`config.mk`:
```
export PLATFORM = sky130hd
export DESIGN_NAME = seq_divider_nb
export DESIGN_NICKNAME = d
export VERILOG_FILES = /design/src/rtl/seq_divider_nb.sv
export SDC_FILE = /design/constraint.sdc
export NUM_CORES = 1
export LEC_CHECK = 0
export CORE_UTILIZATION = 25
export DETAILED_ROUTE_END_ITERATION = 10
export DONT_BUFFER_PORTS = 1
export SETUP_SLACK_MARGIN = 0.05
export SYNTH_ARGS = -nofsm -noshare
export SYNTH_HDL_FRONTEND = slang
export SYNTH_SLANG_ARGS = --single-unit
```
`constraint.sdc`:
```
create_clock -name i_clk -period 3.2 [get_ports i_clk]
set_input_delay 0.64 -clock i_clk [delete_from_list [all_inputs] [get_ports i_clk]]
set_output_delay 0.64 -clock i_clk [all_outputs]
set_load 0.005 [all_outputs]
```
`src/rtl/seq_divider_nb.sv`:
```
// seq_divider_nb: multi-cycle unsigned divider, Q = A / B and R = A mod B.
// It runs one restoring-division step per clock, using a single (D+1)-bit
// subtract done as P' + ~B + 1. It works as a start/done coprocessor.
//
// Ports:
//   i_clk        clock; all state updates on the rising edge
//   i_rst_n      asynchronous active-low reset
//   i_start      division request; sampled only while o_ready = 1
//   i_dividend   operand A, captured when a start is accepted
//   i_divisor    operand B, captured when a start is accepted
//   o_ready      idle; a start can be accepted
//   o_done       one-cycle pulse; the result registers are valid
//   o_quotient   quotient (registered)
//   o_remainder  remainder (registered)
//   o_div_zero   the last accepted operation had divisor = 0
//
// state | meaning
// IDLE  | waiting for i_start; o_ready = 1
// CALC  | one restoring step per cycle, D steps in total
// DONE  | results valid; o_done = 1 for this single cycle
module seq_divider_nb #(
  parameter int D = 16
) (
  input  logic         i_clk,
  input  logic         i_rst_n,
  input  logic         i_start,
  input  logic [D-1:0] i_dividend,
  input  logic [D-1:0] i_divisor,
  output logic         o_ready,
  output logic         o_done,
  output logic [D-1:0] o_quotient,
  output logic [D-1:0] o_remainder,
  output logic         o_div_zero
);

  localparam int CW = (D > 2) ? $clog2(D) : 1;
  localparam logic [CW-1:0] CNT_LAST = CW'(D - 1);
  localparam logic [D:0]    ONE      = {{D{1'b0}}, 1'b1};

  typedef enum logic [1:0] {S_IDLE, S_CALC, S_DONE} state_t;

  state_t state, state_nxt;

  // The top bit of the partial remainder is always 0 after a step, because
  // the stored value is always < B. Only the low D bits are kept.
  logic [D-1:0]  p_reg;
  logic [D-1:0]  q_reg;
  logic [D-1:0]  b_reg;
  logic [CW-1:0] cnt;

  logic [D:0]    p_sh;
  logic [D:0]    t_sub;
  logic [D-1:0]  p_nxt;
  logic [D-1:0]  q_nxt;
  logic          last_step;
  logic          div_by_zero;

  assign last_step   = (cnt == CNT_LAST);
  assign div_by_zero = (i_divisor == '0);

  // One restoring step. A clear borrow bit (t_sub[D] = 0) means P' >= B.
  always_comb begin
    p_sh  = {p_reg, q_reg[D-1]};
    t_sub = p_sh + ~{1'b0, b_reg} + ONE;
    p_nxt = t_sub[D] ? p_sh[D-1:0] : t_sub[D-1:0];
    q_nxt = {q_reg[D-2:0], ~t_sub[D]};
  end

  always_ff @(posedge i_clk or negedge i_rst_n) begin
    if (!i_rst_n) state <= S_IDLE;
    else          state <= state_nxt;
  end

  always_comb begin
    state_nxt = state;
    o_ready   = 1'b0;
    o_done    = 1'b0;
    case (state)
      S_IDLE: begin
        o_ready = 1'b1;
        if (i_start) state_nxt = div_by_zero ? S_DONE : S_CALC;
      end
      S_CALC: begin
        if (last_step) state_nxt = S_DONE;
      end
      S_DONE: begin
        o_done    = 1'b1;
        state_nxt = S_IDLE;
      end
      default: state_nxt = S_IDLE;
    endcase
  end

  always_ff @(posedge i_clk or negedge i_rst_n) begin
    if (!i_rst_n) begin
      p_reg       <= '0;
      q_reg       <= '0;
      b_reg       <= '0;
      cnt         <= '0;
      o_quotient  <= '0;
      o_remainder <= '0;
      o_div_zero  <= 1'b0;
    end else begin
      case (state)
        S_IDLE: begin
          if (i_start) begin
            if (div_by_zero) begin
              // Skip CALC entirely and publish the divide-by-zero result.
              o_quotient  <= '1;
              o_remainder <= i_dividend;
              o_div_zero  <= 1'b1;
            end else begin
              b_reg      <= i_divisor;
              p_reg      <= '0;
              q_reg      <= i_dividend;
              cnt        <= '0;
              o_div_zero <= 1'b0;
            end
          end
        end
        S_CALC: begin
          p_reg <= p_nxt;
          q_reg <= q_nxt;
          cnt   <= cnt + 1'b1;
          if (last_step) begin
            o_quotient  <= q_nxt;
            o_remainder <= p_nxt;
          end
        end
        default: ;
      endcase
    end
  end

endmodule

```
Yosys cells after proc, flatten, opt, wreduce, memory -nomap -nowiden
Index checks and enable logic that the tools add are counted.

storage, ports and cells
  register bits after elaboration = 87
  bits of input ports = 35
  word-level logic and storage cells = 54

operators by class
  $add $sub $neg = 3
  eq/ne operators = 7
  muxes and demuxes = 25
  bitwise gates (word level) = 3
  reductions and logical operators = 8

operators with widths
  cell                                            number
  2-to-1 mux 16 bit                               11
  case mux 16 bit (2 select lines)                4
  adder 17 x 1 -> 17 bit (second input constant)  1
  adder 17 bit                                    1
  NOT 16 -> 17 bit                                1
  logical NOT 16 bit                              1
  2-to-1 mux 4 bit                                2
  != test 2 bit (second input constant)           4
  case mux 4 bit (2 select lines)                 1
  2-to-1 mux 2 bit                                3
  AND reduction 3 bit                             2
  adder 4 x 1 -> 4 bit (second input constant)    1
  == test 4 bit (second input constant)           1
  case mux 2 bit (2 select lines)                 1
  AND reduction 2 bit                             2
  AND reduction 4 bit                             1
  2-to-1 mux 1 bit                                3
  == test 2 x 1 -> 1 bit (second input constant)  1
  == test 2 bit (second input constant)           1
  logical NOT 2 bit                               1
  NOT 1 bit                                       2
  nonzero test 2 bit                              1

Depth between registers and ports, before layout
Gate-level depths: netlist (run 1).

  word-level depth = 6
  gate-level depth with buffers = 12
  depth with buffers taken out = 10

Worst setup path after synthesis (run 1)
OpenSTA, ideal clock, no wires.

  path kind = flip-flop to flip-flop
  start point = register p_reg[10]
  end point = register o_remainder[4]
  library setup time = 82 ps
  data arrival time = 2662 ps
  slack = 456 ps
  stages on the path, launching flop included = 12
  cells stage by stage = dfrtp_1 ha_1 buf_6 a21o_1 o21bai_1 a311o_1 or3_1 buf_6 nand2_1 buf_4 mux2_1 a31oi_1

on the way
  longest elaborated chain between the ends = 5

ends and longest elaborated chain
  item                              line  text
  start: declaration                46    logic [D-1:0] p_reg;
  start signal: assignment          122   p_reg <= p_nxt;
  adder 17 bit                      64    t_sub = p_sh + ~{1'b0, b_reg} + ONE;
  adder 17 x 1 -> 17 bit            64
  2-to-1 mux 16 bit                 65    p_nxt = t_sub[D] ? p_sh[D-1:0] : t_sub[D-1:0];
  2-to-1 mux 16 bit                 125   if (last_step) begin
  case mux 16 bit (2 select lines)  104   case (state)
  end signal: assignment            110   o_remainder <= i_dividend;
  end signal: assignment            127   o_remainder <= p_nxt;
  end: declaration                  32    output logic [D-1:0] o_remainder,

No other way between the ends. The select of a mux whose other input is x is not followed.
A chain may end at the register's enable or synchronous reset.

Final worst setup path (run 1)
  start point = register p_reg[10]
  end point = register o_remainder[2]

Same word-level chain as after synthesis.

==> results.cfg, run 1 <==
[route]
drt-initial-drc-count = 218
antenna_left = 0
num_vias = 3603
wl_per_cell_um = 16.2
first_pass_iters = 4
drc = 0
via_per_inst = 4.87
routed_wl_um = 12000

[synth]
ys_seq_area_frac = 0.472
synthCells = 514
synth_area_leaders = dfrtp_1, nand2_1, ha_1, nor2_1, o21ai_0
synth_top_area_share = 0.472
avgSynthCellArea_um2 = 8.97
synth_area_leader_cell = dfrtp_1
ys_warn_count = 0
synth-async-reset-ratio = 1.00
ys_seq_elements = 87
syn_area_um2 = 4610
synthesis.nets = 567
dominantRegCellSynth = dfrtp_1
synth_cell_types = 56
synth_edf_count = 0

[layout]
layout.cells.non_filler = 740
n_antenna_cell = 0
area_growth_pct = 12.2
fin_nets = 561
layout_common_cells = dfrtp_1, nand2_1, nor2_1, o21ai_0, a21oi_1
drive_gt1_frac = 0.0705
final_common_cell = dfrtp_1
fin_area_um2 = 5170

[placement]
gp_congestion = 0.822
dp_hpwl_um = 8860
port_buffers = 0
dp.cells = 725
placed_area_um2 = 4850

[grt]
grt_max_degree = 88
antenna_found_initial = 0
grt_pass1_vias = 3501
track_usage = 0.133
grt_first_pass_wirelength_um = 19100
overflow = 0

[cts]
clock-root-buffer = clkbuf_16
clock_sink_count = 87
post-cts-setup-buffer-count = 0
insertion_delay_ns = 0.34
clk_pin_slew_ns = 0.07
clockBufferDepth = 2
cts_tree = yes
cts_buffers = 9
htree_levels = 3

[sta]
finalCritPeriodShare = 0.911
max_freq_ghz = 0.343
worst_pin_slew_ns = 0.763
final-hold-violation-count = 0
maxSlewHeadroom = 0.489
timing.hold.ws_ns = 0.193
skew_ns = 0.0124
rsz0062_at_grt = no
setup_viol = 0
setup_tns_ns = 0
min_period_ns = 2.92
maxSlewViolCount = 0

[outcome]
status = finished clean

[worst_hold_path]
worst_hold_path_type = in2async

[power]
p_leak_uw = 0.00229
power.density_nw_per_um2 = 1360
vdd_ir_drop_max_mv = 0.528
total_power_uw = 7020

[floorplan]
die_w_um = 138
start_util = 0.256
rows = 49
fp.coreArea_um2 = 18000
pin_count = 70
die_h_um = 138
die_area_um2 = 19000

[worst_setup_path]
crit_path_end_kind = flop
critPathMaxFanout = 9
crit_arrival_ns = 3.18
crit_required_ns = 3.46
critical_path_class = reg2reg
critPathLaunchType = flop

[job]
drv_cap = 0
metrics by stage:
step           setup slack (ns)   util
5_1_grt                  0.0961  0.287
3_3_place_gp              0.299  0.269
4_1_cts                   0.235  0.287
6_report                  0.285  0.287
3_5_place_dp              0.254  0.269
2_1_floorplan             0.456      -
report_power, final:
group / internal [µW] / total, µW / switching [µW]
logic: 1600 / 3890 / 2280
registers: 1670 / 2100 / 431
clock network: 599 / 1030 / 436
total: 3870 / 7020 / 3150
Yosys cell counts, types with 2 or more instances:
cell,count
o31ai_1,3
nor2b_1,3
o21a_1,2
ha_1,17
nor4_1,4
mux2i_1,12
o22a_1,4
nor3_1,18
a311o_1,2
inv_1,22
o211ai_1,2
nand2b_1,2
a21oi_1,30
a21o_1,20
o21ai_0,38
nand4_1,4
dfrtp_1,87
nor2_1,55
or3_1,5
o211ai_2,2
o21ai_1,7
and3_1,3
xor2_1,2
nand2_1,72
xnor2_1,6
a211oi_1,3
a31oi_1,11
a21boi_0,3
mux2_2,2
clkbuf_1,17
buf_6,3
o31a_1,2
buf_1,5
and2_1,4
nand3b_1,3
nand3_1,19
area by class of cell:
class / count / area, µm²
fill: 1908 / 12900
multi-input combinational: 378 / 2250
sequential: 87 / 2180
tap: 229 / 287
clock buffer: 9 / 225
timing repair buffer: 9 / 87.6
inverter: 23 / 86.3
clock inverter: 5 / 61.3
cell families (layout without fill, tap and decap cells):
kind of cell / after synthesis / in the layout / synth area share
xor gates and xnor gates: 8 / 8 / 0.0152
muxes: 15 / 15 / 0.0334
and+or+nand+nor: 197 / 197 / 0.191
adders and majority gates: 18 / 18 / 0.0505
DFF: 87 / 87 / 0.472
AOI/OAI and AO/OA: 140 / 140 / 0.192
buffers and inverters: 49 / 46 / 0.0456
routing by layer:
layer	global-route usage	up-vias	share of wire
li1	-	1789	-
met2	0.188	108	0.41
met3	0.0508	9	0.10
met4	0.0314	0	0.0073
met5	0	-	0
met1	0.188	1697	0.49
final timing paths:
kind / startpoint / endpoint / slack (ns) / depth (start not counted)
worst max-delay path: p_reg[10] / o_remainder[2] / 0.28 / 8
worst min-delay path: i_rst_n / cnt[0] / 0.19 / 1
worst max register to register: p_reg[10] / o_remainder[2] / 0.28 / 8
worst min register to register: q_reg[15] / q_reg[15] / 0.50 / 2
max in group asynchronous: i_rst_n / p_reg[4] / 2.65 / 1
min in group i_clk: i_divisor[7] / b_reg[7] / 0.42 / 2
repair_timing:
item,4_1_cts,5_1_grt
hold endpoints to repair,87,0
hold buffers,1,0
gates resized for setup,0,1
endpoints found under the setup margin,0,1
critical path, stage by stage (launching register included):
cell and delay [ns]:
dfrtp_1 0.40, ha_1 0.41, a21o_1 0.21, o21bai_1 0.15, a311o_1 0.39, o21ai_2 0.33
nand2_1 0.25, or4_1 0.54, a31oi_1 0.14
Power figures use the tool's default switching activity.
==> inputs of run 2 (changes only) <==
==> constraint.sdc (replaced) <==
create_clock -name i_clk -period 3.2 [get_ports i_clk]
set_input_delay 0.64 -clock i_clk [delete_from_list [all_inputs] [get_ports i_clk]]
set_output_delay 0.64 -clock i_clk [all_outputs]
set_load 0.05 [all_outputs]
==> run 2 against run 1 <==
Net effect: die area stayed put; cell count is 0.14% higher; worst setup slack worse by 0.0016 ns; first-iteration DRC count is 5.5% higher; global-route usage is 0.25 points lower; via count is 1.1% higher; count of clock-buffer cells in the layout is 1 higher; routed wire length is 0.81% lower.
==> results.cfg, run 2 (synthesis results as in run 1) <==
[outcome]
status = finished clean

[cts]
clk_pin_slew_ns = 0.07
clockBufferDepth = 2
insertion_delay_ns = 0.34
cts_tree = yes
clock-root-buffer = clkbuf_16
clock_sink_count = 87
cts_buffers = 9
post-cts-setup-buffer-count = 0
htree_levels = 3

[route]
via_per_inst = 4.91
first_pass_iters = 4
num_vias = 3642
drc = 0
wl_per_cell_um = 16.1
routed_wl_um = 11900
drt-initial-drc-count = 230
antenna_left = 0

[worst_setup_path]
critical_path_class = reg2reg
crit_required_ns = 3.46
crit_path_end_kind = flop
r2r_slack_ns = 0.28
crit_start = q_reg[15]
crit_arrival_ns = 3.18
r2r_start = q_reg[15]
critPathLaunchType = flop
critPathMaxFanout = 9

[sta]
maxSlewHeadroom = 0.368
finalCritPeriodShare = 0.911
rsz0062_at_grt = no
final-hold-violation-count = 0
setup_viol = 0
maxSlewViolCount = 0
min_period_ns = 2.92
timing.hold.ws_ns = 0.218
max_freq_ghz = 0.343
setup_tns_ns = 0
skew_ns = 0.00784
worst_pin_slew_ns = 0.945

[grt]
use_met1 = 0.190
gr-usage-met3 = 0.0453
grtUsageMet2 = 0.180
antenna_found_initial = 0
busiest_layer = met1
grt_max_degree = 88
overflow = 0
grt_pass1_vias = 3437
track_usage = 0.130
grt_first_pass_wirelength_um = 18800

[layout]
final_common_cell = dfrtp_1
area_growth_pct = 12.5
fin_nets = 562
nFillCells = 1922
layout_common_cells = dfrtp_1, nand2_1, nor2_1, o21ai_0, a21oi_1
n_antenna_cell = 0
multiInputGateArea_um2 = 2250
drive_gt1_frac = 0.0723
final_util = 0.288
seq_area_um2 = 2180

[floorplan]
die_h_um = 138
pin_count = 70
fp.coreArea_um2 = 18000
die_area_um2 = 19000
start_util = 0.256
rows = 49
die_w_um = 138

[placement]
gp_congestion = 0.820
dp_hpwl_um = 8830
port_buffers = 0

[job]
drv_cap = 0

[worst_hold_path]
worst_hold_path_type = in2async
==> run 2: cell count changes in the layout (fill, tap and decap cells not counted) <==
cell      previous run  this run
buf_4                8         9
clkbuf_8             0         1
clkinv_2             1         0
clkinv_4             3         2
inv_6                0         1
==> run 2: final timing paths <==
kind / cells after the start / end
worst max-delay path: 10 / o_remainder[2]
worst min-delay path: 1 / o_remainder[9]
worst max register to register: 10 / o_remainder[2]
worst min register to register: 1 / q_reg[10]
max in group asynchronous: 1 / o_remainder[3]
min in group i_clk: 2 / b_reg[5]
==> run 2: layer usage <==
metal | vias up | wire length, µm | part of all wire
met5 | - | 0 | 0
met4 | 0 | 119 | 0.010
met3 | 10 | 1200 | 0.10
met2 | 129 | 4860 | 0.41
met1 | 1699 | 5720 | 0.48
li1 | 1804 | - | -
==> run 2: repair_timing <==
item,CTS,global route
resized for setup,0,1
hold buffers,1,0
setup endpoints to repair,0,5
hold endpoints to repair,87,0
==> run 2: metrics by stage <==
stage,area (µm²),worst slack (ns),std cells
floorplan,4610,0.456,514
global placement,4860,0.296,726
detailed placement,4860,0.208,726
CTS,5180,0.196,741
global route,5190,0.0698,741
finish,5190,0.283,741
==> run 2: critical path, stage by stage, from the launching register on <==
cell and delay (ns):
dfrtp_1 0.35, inv_1 0.06, ha_1 0.22, fa_1 0.38, nor2b_1 0.25, o31ai_1 0.13, a211oi_1 0.33, or3_4 0.24
nand2_1 0.17, or4_1 0.55, a31oi_1 0.15
==> run 2: cell type report <==
class | instances | share of cell area
inverter | 23 | 0.0166
timing repair buffer | 10 | 0.0183
multi-input combinational | 378 | 0.433
sequential | 87 | 0.420
clock inverter | 4 | 0.0109
clock buffer | 10 | 0.0461
tap | 229 | 0.0552
Power of run 2 is not shown: default switching activity piles up to over one toggle a cycle in this logic, so the estimate is an artifact.
==> inputs of run 3 (changes only) <==
--- a/config.mk
+++ b/config.mk
@@ -9,6 +9,7 @@
 export DETAILED_ROUTE_END_ITERATION = 10
 export DONT_BUFFER_PORTS = 1
 export SETUP_SLACK_MARGIN = 0.05
+export SKIP_CTS_REPAIR_TIMING = 1
 export SYNTH_ARGS = -nofsm -noshare
 export SYNTH_HDL_FRONTEND = slang
 export SYNTH_SLANG_ARGS = --single-unit
==> constraint.sdc (replaced) <==
create_clock -name i_clk -period 3.45 [get_ports i_clk]
set_input_delay 0.69 -clock i_clk [delete_from_list [all_inputs] [get_ports i_clk]]
set_output_delay 0.69 -clock i_clk [all_outputs]
set_load 0.05 [all_outputs]
==> run 3 against run 2 <==
Net effect: count of clock-buffer cells in the layout down 1; critical path type unchanged; hold slack worse by 0.18 ns; worst setup slack improved by 0.16 ns; critical endpoint unchanged; via count down 0.14%; first-iteration DRC count increased by 24%; global-route usage grew 0.074 points; register-to-register slack gained 0.16 ns; largest cell class unchanged; routed wire length about the same; flip-flop and latch count unchanged; highest routed layer unchanged; sequential share of layout area about the same; maximum frequency down 2.9%; cell area barely moved.
==> results.cfg, run 3 (synthesis results as in run 1) <==
[outcome]
status = finished clean

[worst_hold_path]
worst_hold_path_type = in2async

[worst_setup_path]
r2r_start = q_reg[15]
critical_path_class = reg2reg
crit_required_ns = 3.71
crit_path_end_kind = flop
crit_arrival_ns = 3.27
critPathLaunchType = flop
crit_start = q_reg[15]
critPathMaxFanout = 11

[route]
met3WireLength_um = 1140
highest_layer = met4
drt-met1-wl_um = 5850
wl_per_cell_um = 16.1
drc = 0
antenna_left = 0
routed_wl_um = 11900
num_vias = 3637
drt-initial-drc-count = 286
via_per_inst = 4.92
route.met2.wl_um = 4790
first_pass_iters = 5

[cts]
clock-root-buffer = clkbuf_16
clockBufferDepth = 2
insertion_delay_ns = 0.34
htree_levels = 3
clk_pin_slew_ns = 0.06
clock_sink_count = 87
cts_tree = yes
cts_buffers = 9

[sta]
min_period_ns = 3.00
maxSlewViolCount = 0
max_freq_ghz = 0.333
rsz0062_at_grt = no
skew_ns = 0.00403
worst_pin_slew_ns = 0.988
finalCritPeriodShare = 0.871
setup_viol = 0
maxSlewHeadroom = 0.339
setup_tns_ns = 0
final-hold-violation-count = 0

[layout]
area_growth_pct = 12.6
n_antenna_cell = 0
drive_gt1_frac = 0.0686
fin_nets = 559
layout_common_cells = dfrtp_1, nand2_1, nor2_1, o21ai_0, a21oi_1
fin_area_um2 = 5190
nFillCells = 1948
final_common_cell = dfrtp_1

[grt]
grt_max_degree = 88
grt_pass1_vias = 3400
overflow = 0
track_usage = 0.131
grt_first_pass_wirelength_um = 18900
antenna_found_initial = 0

[job]
drv_cap = 0

[floorplan]
die_h_um = 138
pin_count = 70
die_w_um = 138
die_area_um2 = 19000
fp.coreArea_um2 = 18000
rows = 49
start_util = 0.256

[placement]
placed_area_um2 = 4850
gp_congestion = 0.828
dp_hpwl_um = 8810
port_buffers = 0
==> run 3: cell count changes in the layout (fill, tap and decap cells not counted), sizes merged <==
cell    change
buf         -3
bufinv      +2
clkbuf      -1
clkinv      -2
inv         +2
==> run 3: stage by stage <==
| step | std cells | hold WS, ns | util | worst slack, ns |
|---|---|---|---|---|
| finish | 739 | 0.0386 | 0.288 | 0.445 |
| global route | 739 | 0.0191 | 0.288 | 0.173 |
| CTS | 739 | 0.0254 | 0.288 | 0.347 |
| detailed placement | 724 | 0.396 | 0.269 | 0.362 |
| global placement | 724 | 0.396 | 0.269 | 0.453 |
| floorplan | 514 | 0.394 | - | 0.706 |
==> run 3: worst paths after layout <==
path / end / slack, ns / depth (start not counted)
setup / recovery: o_remainder[2] / 0.45 / 10
hold / removal: cnt[2] / 0.04 / 0
setup reg to reg: o_remainder[2] / 0.45 / 10
hold reg to reg: q_reg[15] / 0.50 / 2
max in group asynchronous: b_reg[1] / 3.30 / 0
min in group i_clk: b_reg[15] / 0.47 / 2
==> run 3: routing by layer <==
layer / up-vias / GRT usage
met5: - / 0
met3: 12 / 0.0475
met1: 1707 / 0.191
met4: 0 / 0.0350
li1: 1797 / -
met2: 121 / 0.179
==> run 3: area by class of cell <==
type	instances	area [µm²]	area share
Clock buffer	9	225	0.0434
Clock inverter	6	116	0.0224
Inverter	23	86.3	0.0166
Multi-Input combinational cell	378	2250	0.433
Sequential cell	87	2180	0.419
Tap cell	229	287	0.0552
Timing Repair Buffer	7	52.6	0.0101
==> run 3: critical path, cell delays in order, from the launching register on <==
cell	delay, ns
dfrtp_1	0.34
inv_1	0.06
ha_1	0.22
fa_1	0.38
nor2b_1	0.26
o31ai_1	0.14
a211oi_1	0.30
or3_1	0.32
nand2_2	0.22
or4_1	0.55
a31oi_1	0.14
Power of run 3 is left out for the same reason.
